===== src/rtl/disc_motion_pkg.sv =====
// Shared types, default geometry and the constant start-up tables
// for the disc motion engine.
package disc_motion_pkg;

  typedef enum logic [1:0] {
    IDLE,
    STEP,
    PUBLISH
  } state_t;

  localparam int MAX_DISCS   = 8;
  localparam int DEF_N_DISCS = 4;
  localparam int DEF_H_RES   = 640;
  localparam int DEF_V_RES   = 480;
  localparam int DEF_RADIUS  = 32;
  localparam int DEF_COORD_W = 10;
  localparam int DEF_VEL_W   = 4;

  localparam int DEF_LO   = DEF_RADIUS;
  localparam int DEF_HI_X = DEF_H_RES - 1 - DEF_RADIUS;
  localparam int DEF_HI_Y = DEF_V_RES - 1 - DEF_RADIUS;

  // Disc 1 starts next to the right/bottom walls so it bounces at once.
  localparam int INIT_X [MAX_DISCS] =
    '{100, 605, 320, 480, 200, 400, 150, 500};
  localparam int INIT_Y [MAX_DISCS] =
    '{100, 446, 240, 300, 350, 120, 400, 200};
  localparam int INIT_VX [MAX_DISCS] =
    '{3, 4, -5, 7, -2, 6, -7, 1};
  localparam int INIT_VY [MAX_DISCS] =
    '{-2, 3, 6, -4, 5, -7, 2, -3};

endpackage


===== src/rtl/disc_motion_engine_axis_step.sv =====
// One-axis position/velocity update with reflection at the lo/hi
// limits; evaluated in a widened signed space to catch both overflows.
module disc_axis_step #(
  parameter int COORD_W = 10,
  parameter int VEL_W   = 4
) (
  input  logic [COORD_W-1:0]      p,
  input  logic signed [VEL_W-1:0] v,
  input  logic [COORD_W-1:0]      lo,
  input  logic [COORD_W-1:0]      hi,
  output logic [COORD_W-1:0]      p_nxt,
  output logic signed [VEL_W-1:0] v_nxt
);

  localparam int SW = COORD_W + 2;

  logic signed [SW-1:0] n;
  logic signed [SW-1:0] v_s;
  logic signed [SW-1:0] lo_s;
  logic signed [SW-1:0] hi_s;

  always_comb begin
    v_s   = {{(SW-VEL_W){v[VEL_W-1]}}, v};
    n     = $signed({2'b00, p}) + v_s;
    lo_s  = $signed({2'b00, lo});
    hi_s  = $signed({2'b00, hi});
    p_nxt = n[COORD_W-1:0];
    v_nxt = v;
    if (n < lo_s) begin
      p_nxt = lo;
      v_nxt = -v;
    end else if (n > hi_s) begin
      p_nxt = hi;
      v_nxt = -v;
    end
  end

endmodule


===== src/rtl/disc_motion_engine.sv =====
// Frame-synchronous disc motion: one disc stepped per clock after each
// vsync falling edge, then the whole set published in a single cycle.
module disc_motion_engine
  import disc_motion_pkg::*;
#(
  parameter int N_DISCS = DEF_N_DISCS,
  parameter int H_RES   = DEF_H_RES,
  parameter int V_RES   = DEF_V_RES,
  parameter int RADIUS  = DEF_RADIUS,
  parameter int COORD_W = DEF_COORD_W,
  parameter int VEL_W   = DEF_VEL_W
) (
  input  logic                       clk,
  input  logic                       rst,
  input  logic                       vsync,
  input  logic                       enable,
  output logic [N_DISCS*COORD_W-1:0] disc_x,
  output logic [N_DISCS*COORD_W-1:0] disc_y,
  output logic                       busy,
  output logic                       update_done,
  output logic                       overrun
);

  localparam int IDX_W = (N_DISCS > 1) ? $clog2(N_DISCS) : 1;

  localparam logic [COORD_W-1:0] LO   = COORD_W'(RADIUS);
  localparam logic [COORD_W-1:0] HI_X = COORD_W'(H_RES - 1 - RADIUS);
  localparam logic [COORD_W-1:0] HI_Y = COORD_W'(V_RES - 1 - RADIUS);
  localparam logic [IDX_W-1:0]   LAST = IDX_W'(N_DISCS - 1);

  state_t state;
  state_t state_nxt;

  logic [IDX_W-1:0] idx;
  logic             vs_d;
  logic             frame_edge;

  logic [COORD_W-1:0]      wx  [N_DISCS];
  logic [COORD_W-1:0]      wy  [N_DISCS];
  logic signed [VEL_W-1:0] wvx [N_DISCS];
  logic signed [VEL_W-1:0] wvy [N_DISCS];

  logic [COORD_W-1:0]      nx;
  logic [COORD_W-1:0]      ny;
  logic signed [VEL_W-1:0] nvx;
  logic signed [VEL_W-1:0] nvy;

  assign frame_edge = vs_d & ~vsync;
  assign busy       = (state != IDLE);

  disc_axis_step #(
    .COORD_W(COORD_W),
    .VEL_W  (VEL_W)
  ) u_step_x (
    .p    (wx[idx]),
    .v    (wvx[idx]),
    .lo   (LO),
    .hi   (HI_X),
    .p_nxt(nx),
    .v_nxt(nvx)
  );

  disc_axis_step #(
    .COORD_W(COORD_W),
    .VEL_W  (VEL_W)
  ) u_step_y (
    .p    (wy[idx]),
    .v    (wvy[idx]),
    .lo   (LO),
    .hi   (HI_Y),
    .p_nxt(ny),
    .v_nxt(nvy)
  );

  always_comb begin
    state_nxt = state;
    unique case (state)
      IDLE:    if (frame_edge && enable) state_nxt = STEP;
      STEP:    if (idx == LAST) state_nxt = PUBLISH;
      PUBLISH: state_nxt = IDLE;
      default: state_nxt = IDLE;
    endcase
  end

  always_ff @(posedge clk) begin
    if (rst) begin
      state       <= IDLE;
      idx         <= '0;
      vs_d        <= 1'b1;
      update_done <= 1'b0;
      overrun     <= 1'b0;
      for (int i = 0; i < N_DISCS; i++) begin
        wx[i]  <= COORD_W'(INIT_X[i]);
        wy[i]  <= COORD_W'(INIT_Y[i]);
        wvx[i] <= VEL_W'(INIT_VX[i]);
        wvy[i] <= VEL_W'(INIT_VY[i]);
        disc_x[i*COORD_W +: COORD_W] <= COORD_W'(INIT_X[i]);
        disc_y[i*COORD_W +: COORD_W] <= COORD_W'(INIT_Y[i]);
      end
    end else begin
      state       <= state_nxt;
      vs_d        <= vsync;
      update_done <= (state == PUBLISH);
      if (frame_edge && busy) overrun <= 1'b1;
      if (state == IDLE) idx <= '0;
      if (state == STEP) begin
        wx[idx]  <= nx;
        wy[idx]  <= ny;
        wvx[idx] <= nvx;
        wvy[idx] <= nvy;
        if (idx != LAST) idx <= idx + 1'b1;
      end
      if (state == PUBLISH) begin
        for (int i = 0; i < N_DISCS; i++) begin
          disc_x[i*COORD_W +: COORD_W] <= wx[i];
          disc_y[i*COORD_W +: COORD_W] <= wy[i];
        end
      end
    end
  end

endmodule


===== config.mk =====
export PLATFORM = sky130hd
export DESIGN_NAME = disc_motion_engine
export DESIGN_NICKNAME = d
export VERILOG_FILES = /design/src/rtl/disc_motion_pkg.sv /design/src/rtl/disc_motion_engine_axis_step.sv /design/src/rtl/disc_motion_engine.sv
export SDC_FILE = /design/constraint.sdc
export NUM_CORES = 1
export LEC_CHECK = 0
export ABC_CLOCK_PERIOD_IN_PS = 10000
export CORE_MARGIN = 8
export CORE_UTILIZATION = 50
export CTS_CLUSTER_DIAMETER = 150
export DETAILED_ROUTE_END_ITERATION = 6
export GPL_TIMING_DRIVEN = 1
export PLACE_DENSITY = 0.8
export SYNTH_ARGS = -nofsm -noshare
export SYNTH_HDL_FRONTEND = slang
export SYNTH_HIERARCHICAL = 1
export SYNTH_SLANG_ARGS = --single-unit

===== constraint.sdc =====
create_clock -name clk -period 10 [get_ports clk]
set_input_delay 3 -clock clk [delete_from_list [all_inputs] [get_ports clk]]
set_output_delay 3 -clock clk [all_outputs]
set_load 0.01 [all_outputs]

# Word level (Yosys, flattened, before mapping)
# Memory sizes are Yosys's and may differ from the RTL's. A register that Yosys moved wholly into a read port is not among the register bits.
# Cells that the tools add are included.
# totals
regBits,7
latch_bits,0
mem_bits_rw,112
mem_bits_ro,0
inputBits,4
output_inout_bits,83
elab_cells,70
mem_count,4
# classes
add_sub_neg,5
n_mul,0
n_div,0
order_cmp,4
eq_ne,6
n_shift,0
muxes,35
bitwise_logic,2
reduce_logical,9
# memory_table
memory,words,word_bits,read_ports,rd_ports_with_merged_regs,wr,line,text
wx,4,10,5,5,4,disc_motion_engine.sv:38,logic [COORD_W-1:0] wx [N_DISCS];
wy,4,10,5,5,4,disc_motion_engine.sv:39,logic [COORD_W-1:0] wy [N_DISCS];
wvx,4,4,1,1,4,disc_motion_engine.sv:40,logic signed [VEL_W-1:0] wvx [N_DISCS];
wvy,4,4,1,1,4,disc_motion_engine.sv:41,logic signed [VEL_W-1:0] wvy [N_DISCS];
# ops
op,count
2-to-1 mux 10 bit,6
2-to-1 mux 2 bit,13
adder 11 x 4 -> 12 bit,2
"< comparator 12 x 7 -> 1 bit, second input constant",2
2-to-1 mux 4 bit,6
OR reduction 10 bit,2
"> comparator 12 x 10 -> 1 bit, second input constant",1
"> comparator 12 x 11 -> 1 bit, second input constant",1
2-to-1 mux 1 bit,9
negation 4 bit,2
OR reduction 4 bit,2
"!= test 2 bit, second input constant",3
"equality test 2 bit, second input constant",2
one-hot mux 2 bit (2 select lines),1
"adder 2 x 1 -> 2 bit, second input constant",1
"equality test 2 x 1 -> 1 bit, second input constant",1
logical AND 1 bit,2
zero test 2 bit,1
AND reduction 2 bit,1
nonzero test 2 bit,1
bitwise AND 1 bit,1
NOT 1 bit,1

# Longest topological paths before layout
# Gate-level depths: netlist of run 1.
# logic_depth
word_depth,6
mapped_depth,24
depth_no_buf,20

# By module
# The synthesis of run 1 kept the hierarchy.
# modules_own_cells
mod,instances,cells_per_inst,area_per_inst_um2,seq_area_each_um2
disc_motion_engine,1,663,7988.9,5104.9
disc_axis_step,2,171,1302.5,0.0

# Worst setup path after synthesis of run 1
# No wires, ideal clock.
# synth_timing
path_type,register to register
startpoint,register idx[1]
endpoint,"memory wx[1][0], data pin"
setup_time_ps,256
t_arrival_ps,4885
required_ps,9744
slack_ps,4858
stages_incl_launch_ff,25
n_path_buf,4
period_less_slack_ps,5142
path_cell_list,dfxtp_1 > buf_2 > buf_2 > buf_2 > mux4_2 > ha_1 > inv_1 > fa_1 > nor2b_1 > o21ai_1 > a21boi_1 > o211a_1 > nor2_1 > xnor2_1 > ha_1 > nand3_1 > a211oi_1 > o41ai_1 > clkinv_1 > o2bb2ai_1 > a22oi_1 > buf_6 > mux2_4 > mux2_2 > nand2b_1
# synth_rtl
element,line,text
from (decl),disc_motion_engine.sv:34,logic [IDX_W-1:0] idx;
from (signal assigned),disc_motion_engine.sv:111,if (idx != LAST) idx <= idx + 1'b1;
to (decl),disc_motion_engine.sv:38,

==> results of run 1 <==
-- per-stage QoR --
stage	total power, uW	hold WS [ns]	util	std cells	area, um2
floorplan	1290	0.453	-	1065	10800
global placement	1380	0.443	0.567	1383	11800
detailed placement	1400	0.446	0.567	1383	11800
CTS	2100	0.456	0.596	1415	12500
global route	2190	0.465	0.596	1415	12500
finish	2100	0.454	0.596	1415	12500
-- logic make-up after synthesis --
| family | after synthesis | synth area share |
|---|---|---|
| and+or+nand+nor | 400 | 0.197 |
| DFF | 199 | 0.482 |
| AOI/OAI and AO/OA | 138 | 0.0814 |
| buffers and inverters | 115 | 0.0480 |
| muxes | 68 | 0.0985 |
| adders and majority gates | 65 | 0.0782 |
| xor gates and xnor gates | 18 | 0.0149 |
| other | 2 | 0.000709 |
-- sequential cells by signal, indices dropped and copies added (netlist names) --
register     count
vs_d             1
wx              40
wvx             16
disc_x          40
state            2
update_done      1
overrun          1
wy              40
wvy             16
idx              2
disc_y          40
-- layout make-up --
| cell class | count | area share |
|---|---|---|
| multi-input combinational | 751 | 0.419 |
| sequential | 199 | 0.410 |
| timing repair buffer | 99 | 0.0766 |
| clock buffer | 18 | 0.0345 |
| tap | 275 | 0.0276 |
| inverter | 59 | 0.0178 |
| clock inverter | 14 | 0.0145 |
-- worst max path at each step --
stage / startpoint / endpoint / cells past startpoint
final: idx[1] / wx[1][0] / 22
after CTS: idx[1] / wx[1][0] / 22
after global placement: idx[1] / wx[1][0] / 22
after global routing: idx[1] / wx[1][0] / 22
after detailed placement: idx[1] / wx[1][0] / 22
after floorplan: idx[1] / wx[1][0] / 24
-- synth_stat cells (7+ instances only) --
cell type	count
mux4_2	28
nand3b_1	36
a21oi_1	73
nor2_1	21
nand3_1	10
o21ai_1	8
ha_1	63
and2_1	62
dfxtp_1	87
xnor2_1	16
inv_1	57
nand2_1	173
nand2b_1	59
buf_2	20
nor2b_1	12
edfxtp_1	112
o21ai_0	7
a211oi_1	8
clkbuf_1	24
mux2i_1	36
-- metal layers --
| metal | global-route usage | vias up | wire length, um |
|---|---|---|---|
| met4 | 0.0556 | 0 | 328 |
| li1 | - | 3665 | - |
| met2 | 0.313 | 256 | 12000 |
| met1 | 0.240 | 3672 | 10400 |
| met5 | 0 | - | 0 |
| met3 | 0.0410 | 28 | 1680 |
-- critical path, cell delays in order, from the launching register on --
cell and delay, ns:
dfxtp_1 0.63, buf_4 0.47, mux4_2 0.36, ha_1 0.22, inv_1 0.06, fa_1 0.39, nor2b_1 0.12, o21ai_1 0.08
a21boi_1 0.32, o211a_1 0.22, nor2_1 0.05, xnor2_1 0.27, ha_1 0.30, nand3_1 0.13, a211oi_1 0.06, o41ai_1 0.45
clkinv_1 0.17, o2bb2ai_1 0.16, a22oi_1 0.55, buf_4 0.29, mux2_4 0.32, mux2_2 0.29, nand2b_1 0.14
-- power by group through the flow --
stage	logic (uW)	clock network, uW	registers [uW]
6_report	497	708	892
5_1_grt	548	745	893
4_1_cts	491	714	892
3_5_place_dp	487	0	910
3_3_place_gp	473	0	909
2_1_floorplan	388	0	905
==> key figures, run 1 <==
Outcome
  – Status: complete, no violations

Power and ir drop
  – Pleak: around 0.0048 uW
  – Clock network power share: 0.338
  – Combinational Power Share: 0.237
  – Maximum VDD drop: roughly 0.11 mV
  – Sw Ratio: 0.293
  – Cell Int Power: 1480 uW
  – Power Density: between 150 and 200 nW/um2
  – Psw: 615 uW
  – Sequential power share: 0.425

Layout
  – Commonest non-fill, non-tap cell in the layout: nand2_1
  – Most frequent cells in the layout: nand2_1, edfxtp_1, dfxtp_1
  – ANT cells: 0
  – Share of layout cells above drive strength 1: 0.0868
  – Final nets: 1196
  – Register area: 5110 um2
  – Multi-input gate area: 5220 um2
  – Synth-to-Final Area Change: 17.5%
  – Fillcell total: 1671

Worst hold path
  – Hold EP: disc_x[8]
  – Hold Crit Start: disc_x[8]
  – Hold crit path type: flop to flop
  – Hold Path Stages: 2

Placement
  – Number of buffers added on ports: 86
  – Worst slack, placed: 3.76 ns
  – Post-detail-place hpwl: 16700 um
  – Gpl congestion: 0.879

Clock network
  – Max H-tree Level: 4
  – Clock tree buffer depth: 2
  – Clock Tree Root: clkbuf_16
  – Worst skew pair latency: between 0.4 and 0.5 ns
  – Postcts setup bufs: 0
  – Num Clock Sinks: around 200
  – Clk pin slew, worst setup/hold paths: 0.07 ns
  – Total CTS buffers: 17
  – CTS tree: done
  – Post-CTS sizing: 0
  – Post-CTS Hold Buffers: 0

Floorplan
  – Initial core utilization: 0.507
  – Chip width: 162 um
  – Full die area: 26100 um2
  – Die height: 162 um
  – Core Rows: 53
  – Core Footprint: 20900 um2
  – I/O pin count: 87

Setup path
  – Worst setup EP type: flop
  – Reg2Reg Depth: 22
  – R2R Path End: wx[1][0]
  – Worst R2R Setup Slack: 3.65 ns
  – Crit Path Category: flop to flop
  – Crit Reg-Reg Startpoint: idx[1]
  – Crit path arrival time: 6.53 ns
  – CP required: 10.18 ns
  – Max FO, Critical Path: 27
  – CP Launch Type: flop

Global routing
  – Pin count of the biggest net entering global routing: 93
  – Total congestion overflow: 0
  – Vias in the first global route: 7309
  – First-pass GRT wire length: 38700 um
  – GRT Total Usage: 0.187
  – Antenna violations before repair: 0

Logic synthesis
  – Yosys warning count: 6
  – Mapped Cells: 1005
  – Largest area contributor in the netlist: edfxtp_1
  – Primary FF master, synth: edfxtp_1
  – Largest cells by area after synthesis: edfxtp_1, dfxtp_1, ha_1
  – Fraction of registers with async set or reset after synthesis: 0
  – Synth cell types: 57
  – Sequential fraction of the synthesis area: 0.482
  – Synthesized cell area: 10600 um2
  – #FFs+latches synth: around 200
  – EDFF count, synth: approximately 110
  – Syn Area/Cell: 10.5 um2
  – Top-area cell type share of the netlist area: 0.317

Timing
  – Final setup fails: 0
  – Worst-margin pin slew: 0.865 ns
  – Final Hold Viols: 0
  – Setup WS post-layout: ~3.7 ns
  – Skew final: 0.00842 ns
  – RSZ-0062 raised after global routing: no
  – Slew headroom: 0.424
  – Final worst-path cycle share: 0.635
  – Final min period: 6.35 ns
  – Slew Limit Fails: 0
  – FMAX: 0.158 GHz
  – Setup tns final: 0 ns

Routing
  – Iter 0 DRT Violations: 701
  – DR vias/cell: 5.39
  – Via Count: 7621
  – Drt pass-1 iters: 6
  – Routed WL: 24400 um
  – WL per Instance: around 17 um
  – DRT antenna net count: 0
  – DRC: 0

Run
  – Max cap viols: 0
No activity file was read; power rests on OpenSTA's default activity.
==> inputs of run 2 (changes only) <==
Settings changed: ABC_CLOCK_PERIOD_IN_PS 10000 to 6520.
Clock period 10 ns to 6.52 ns, I/O delays scaled along.
==> run 2 against run 1 <==
- wire length up 0.77%
- clock skew up 0.0039 ns
- maximum frequency up 10%
- sequential power up 54%
- non-clock buffer count up 2
- combinational power up 55%
- register-to-register slack worse by 2.9 ns
- critical path depth down 3
- die area unchanged
- flip-flop and latch count unchanged
- critical path type unchanged
==> key figures, run 2 (synthesized netlist as in run 1, its figures left out) <==
Power and ir drop
  – Psw: 965 uW (+57%)
  – Combinational Power Share: 0.244 (+0.007)
  – Sw Ratio: 0.305 (+0.0114)
  – Maximum VDD drop: 0.202 mV (+89%)
  – Power Density: 254 nW/um2 (+51%)
  – Cell Int Power: 2200 uW (+48%)
  – Pleak: 0.00484 uW (about the same)
  – Sequential power share: 0.433 (+0.008)
  – Clock network power share: 0.323 (-0.015)

Layout
  – Most frequent cells in the layout: nand2_1, edfxtp_1, dfxtp_1
  – Final nets: 1198 (+0.17%)
  – Synth-to-Final Area Change: 17.4%
  – Final core utilization: 0.595 (-0.000659)
  – ANT cells: 0 (unchanged)
  – Share of layout cells above drive strength 1: 0.0876 (+0.000724)
  – Commonest non-fill, non-tap cell in the layout: nand2_1

Setup path
  – Max incr delay on CP: 0.80 ns (+0.17 ns)
  – Crit Path Category: flop to flop
  – Crit path arrival time: 5.98 ns (-0.55 ns)
  – Bufs and invs on worst path: 3 (-1)
  – CP Launch Type: flop
  – Worst R2R Setup Slack: 0.75 ns (-2.90 ns)
  – Max FO, Critical Path: 20 (-26%)
  – CP required: 6.72 ns (-3.46 ns)
  – Worst setup EP type: flop
  – Top delay family on crit path: compound AO/OA/AOI/OAI gates
  – Critical-path cell list: buf_4 -> mux4_2 -> ha_1 -> o21ai_1 -> nor3_2 -> o31ai_2 -> nand2b_1 -> xor2_1 -> ha_1 -> nand3_1 -> a211oi_1 -> o41ai_1 -> clkinv_1 -> o2bb2ai_1 -> a22oi_1 -> buf_4 -> mux2_4 -> mux2_2 -> and2_1
  – CP max-delay cell: dfxtp_2

Timing
  – Slew Limit Fails: 0 (unchanged)
  – Final setup fails: 0 (unchanged)
  – Slew headroom: 0.418 (-0.00553)
  – Final min period: 5.77 ns (-0.577 ns)
  – RSZ-0062 raised after global routing: no
  – Setup WS post-layout: 0.749 ns (-2.90 ns)
  – Setup tns final: 0 ns (unchanged)
  – Worst-margin pin slew: 0.873 ns (+0.00830 ns)
  – Final Hold Viols: 0 (unchanged)
  – Hold slack: 0.454 ns (-0.000127 ns)
  – Final worst-path cycle share: 0.885 (+0.250)
  – FMAX: 0.173 GHz (+10%)
  – Skew final: 0.0124 ns (+0.00394 ns)

Floorplan
  – Core Footprint: 20900 um2 (unchanged)
  – Core Rows: 53 (unchanged)
  – Full die area: 26100 um2 (unchanged)
  – Initial core utilization: 0.507 (unchanged)
  – Chip width: 162 um (unchanged)
  – I/O pin count: 87 (unchanged)
  – Die height: 162 um (unchanged)

Routing
  – Routed WL: 24600 um (+0.77%)
  – Drt pass-1 iters: 5 (-1)
  – DRT antenna net count: 0 (unchanged)
  – Via Count: 7516 (-1.4%)
  – Iter 0 DRT Violations: 492 (-30%)
  – DRC: 0 (unchanged)
  – WL per Instance: 17.4 um (+0.63%)
  – DR vias/cell: 5.30 (-1.5%)

Clock network
  – Worst skew pair latency: 0.44 ns (about the same)
  – CTS tree: done
  – Clk pin slew, worst setup/hold paths: 0.08 ns (about the same)
  – Num Clock Sinks: 199 (unchanged)
  – Clock Tree Root: clkbuf_16
  – Post-CTS sizing: 0 (unchanged)
  – Postcts setup bufs: 0 (unchanged)
  – Post-CTS Hold Buffers: 0 (unchanged)
  – Max H-tree Level: 4 (unchanged)
  – Clock tree buffer depth: 2 (unchanged)
  – Total CTS buffers: 17 (unchanged)

Global routing
  – Pin count of the biggest net entering global routing: 91 (-2.2%)
  – GRT Total Usage: 0.192 (+0.00513)
  – Vias in the first global route: 7474 (+2.3%)
  – First-pass GRT wire length: 39700 um (+2.5%)
  – Total congestion overflow: 0 (unchanged)
  – Antenna violations before repair: 0 (unchanged)

Placement
  – Worst slack, placed: 0.735 ns (-3.03 ns)
  – Gpl congestion: 0.890 (+1.2%)
  – Post-detail-place hpwl: 17300 um (+3.6%)
  – Number of buffers added on ports: 86 (unchanged)

Worst hold path
  – Hold crit path type: flop to flop

Run
  – Max cap viols: 0 (unchanged)

Outcome
  – Status: complete, no violations
[run 2: cell count changes in the layout (fill, tap and decap cells not counted)]
cell,delta
clkinv_8,+2
clkinv_1,+1
a41o_2,-1
buf_4,+2
a41o_1,+1
bufinv_16,-2
clkbuf_1,-1
[run 2: worst register-to-register path, cell delays in order, from the launching register on]
cell,delay (ns)
dfxtp_2,0.80
buf_4,0.41
mux4_2,0.56
ha_1,0.36
o21ai_1,0.23
nor3_2,0.09
o31ai_2,0.34
nand2b_1,0.12
xor2_1,0.19
ha_1,0.31
nand3_1,0.13
a211oi_1,0.06
o41ai_1,0.45
clkinv_1,0.16
o2bb2ai_1,0.15
a22oi_1,0.18
buf_4,0.25
mux2_4,0.32
mux2_2,0.29
and2_1,0.15
[run 2: path summary, 6_finish.rpt]
kind	endpoint	depth (start not counted)	start
setup reg to reg	wy[0][0]	19	idx[0]
setup / recovery	wy[0][0]	19	idx[0]
hold / removal	disc_x[24]	2	disc_x[24]
hold reg to reg	disc_x[24]	2	disc_x[24]
[run 2: per-stage QoR]
step	cells	instance area, um2	total power, uW
after floorplan	1065	10800	1980
after global placement	1385	11900	2140
after detailed placement	1385	11900	2150
after CTS	1417	12400	3170
after global routing	1417	12400	3310
final	1417	12400	3160
[run 2: power groups by stage]
| stage | logic [uW] | registers [uW] | clock network, uW |
|---|---|---|---|
| after detailed placement | 755 | 1400 | 0 |
| after global routing | 857 | 1370 | 1080 |
| final | 772 | 1370 | 1020 |
| after CTS | 762 | 1370 | 1040 |
| after global placement | 737 | 1400 | 0 |
| after floorplan | 595 | 1390 | 0 |
[run 2: per-layer routing]
metal  GRT usage  vias to the layer above  wire length (um)
li1            -                     3675                 -
met1       0.242                     3583             10700
met2       0.325                      224             11900
met3      0.0400                       34              1650
met4      0.0636                        0               375
met5           0                        -                 0
[run 2: layout make-up]
type	instances	area, um2
fillers	1728	8450
multi-input cells	751	5220
flip-flops and latches	199	5110
repair buffers	101	968
clock buffers	17	425
well taps	275	344
inverters	59	221
clock inverters	15	156
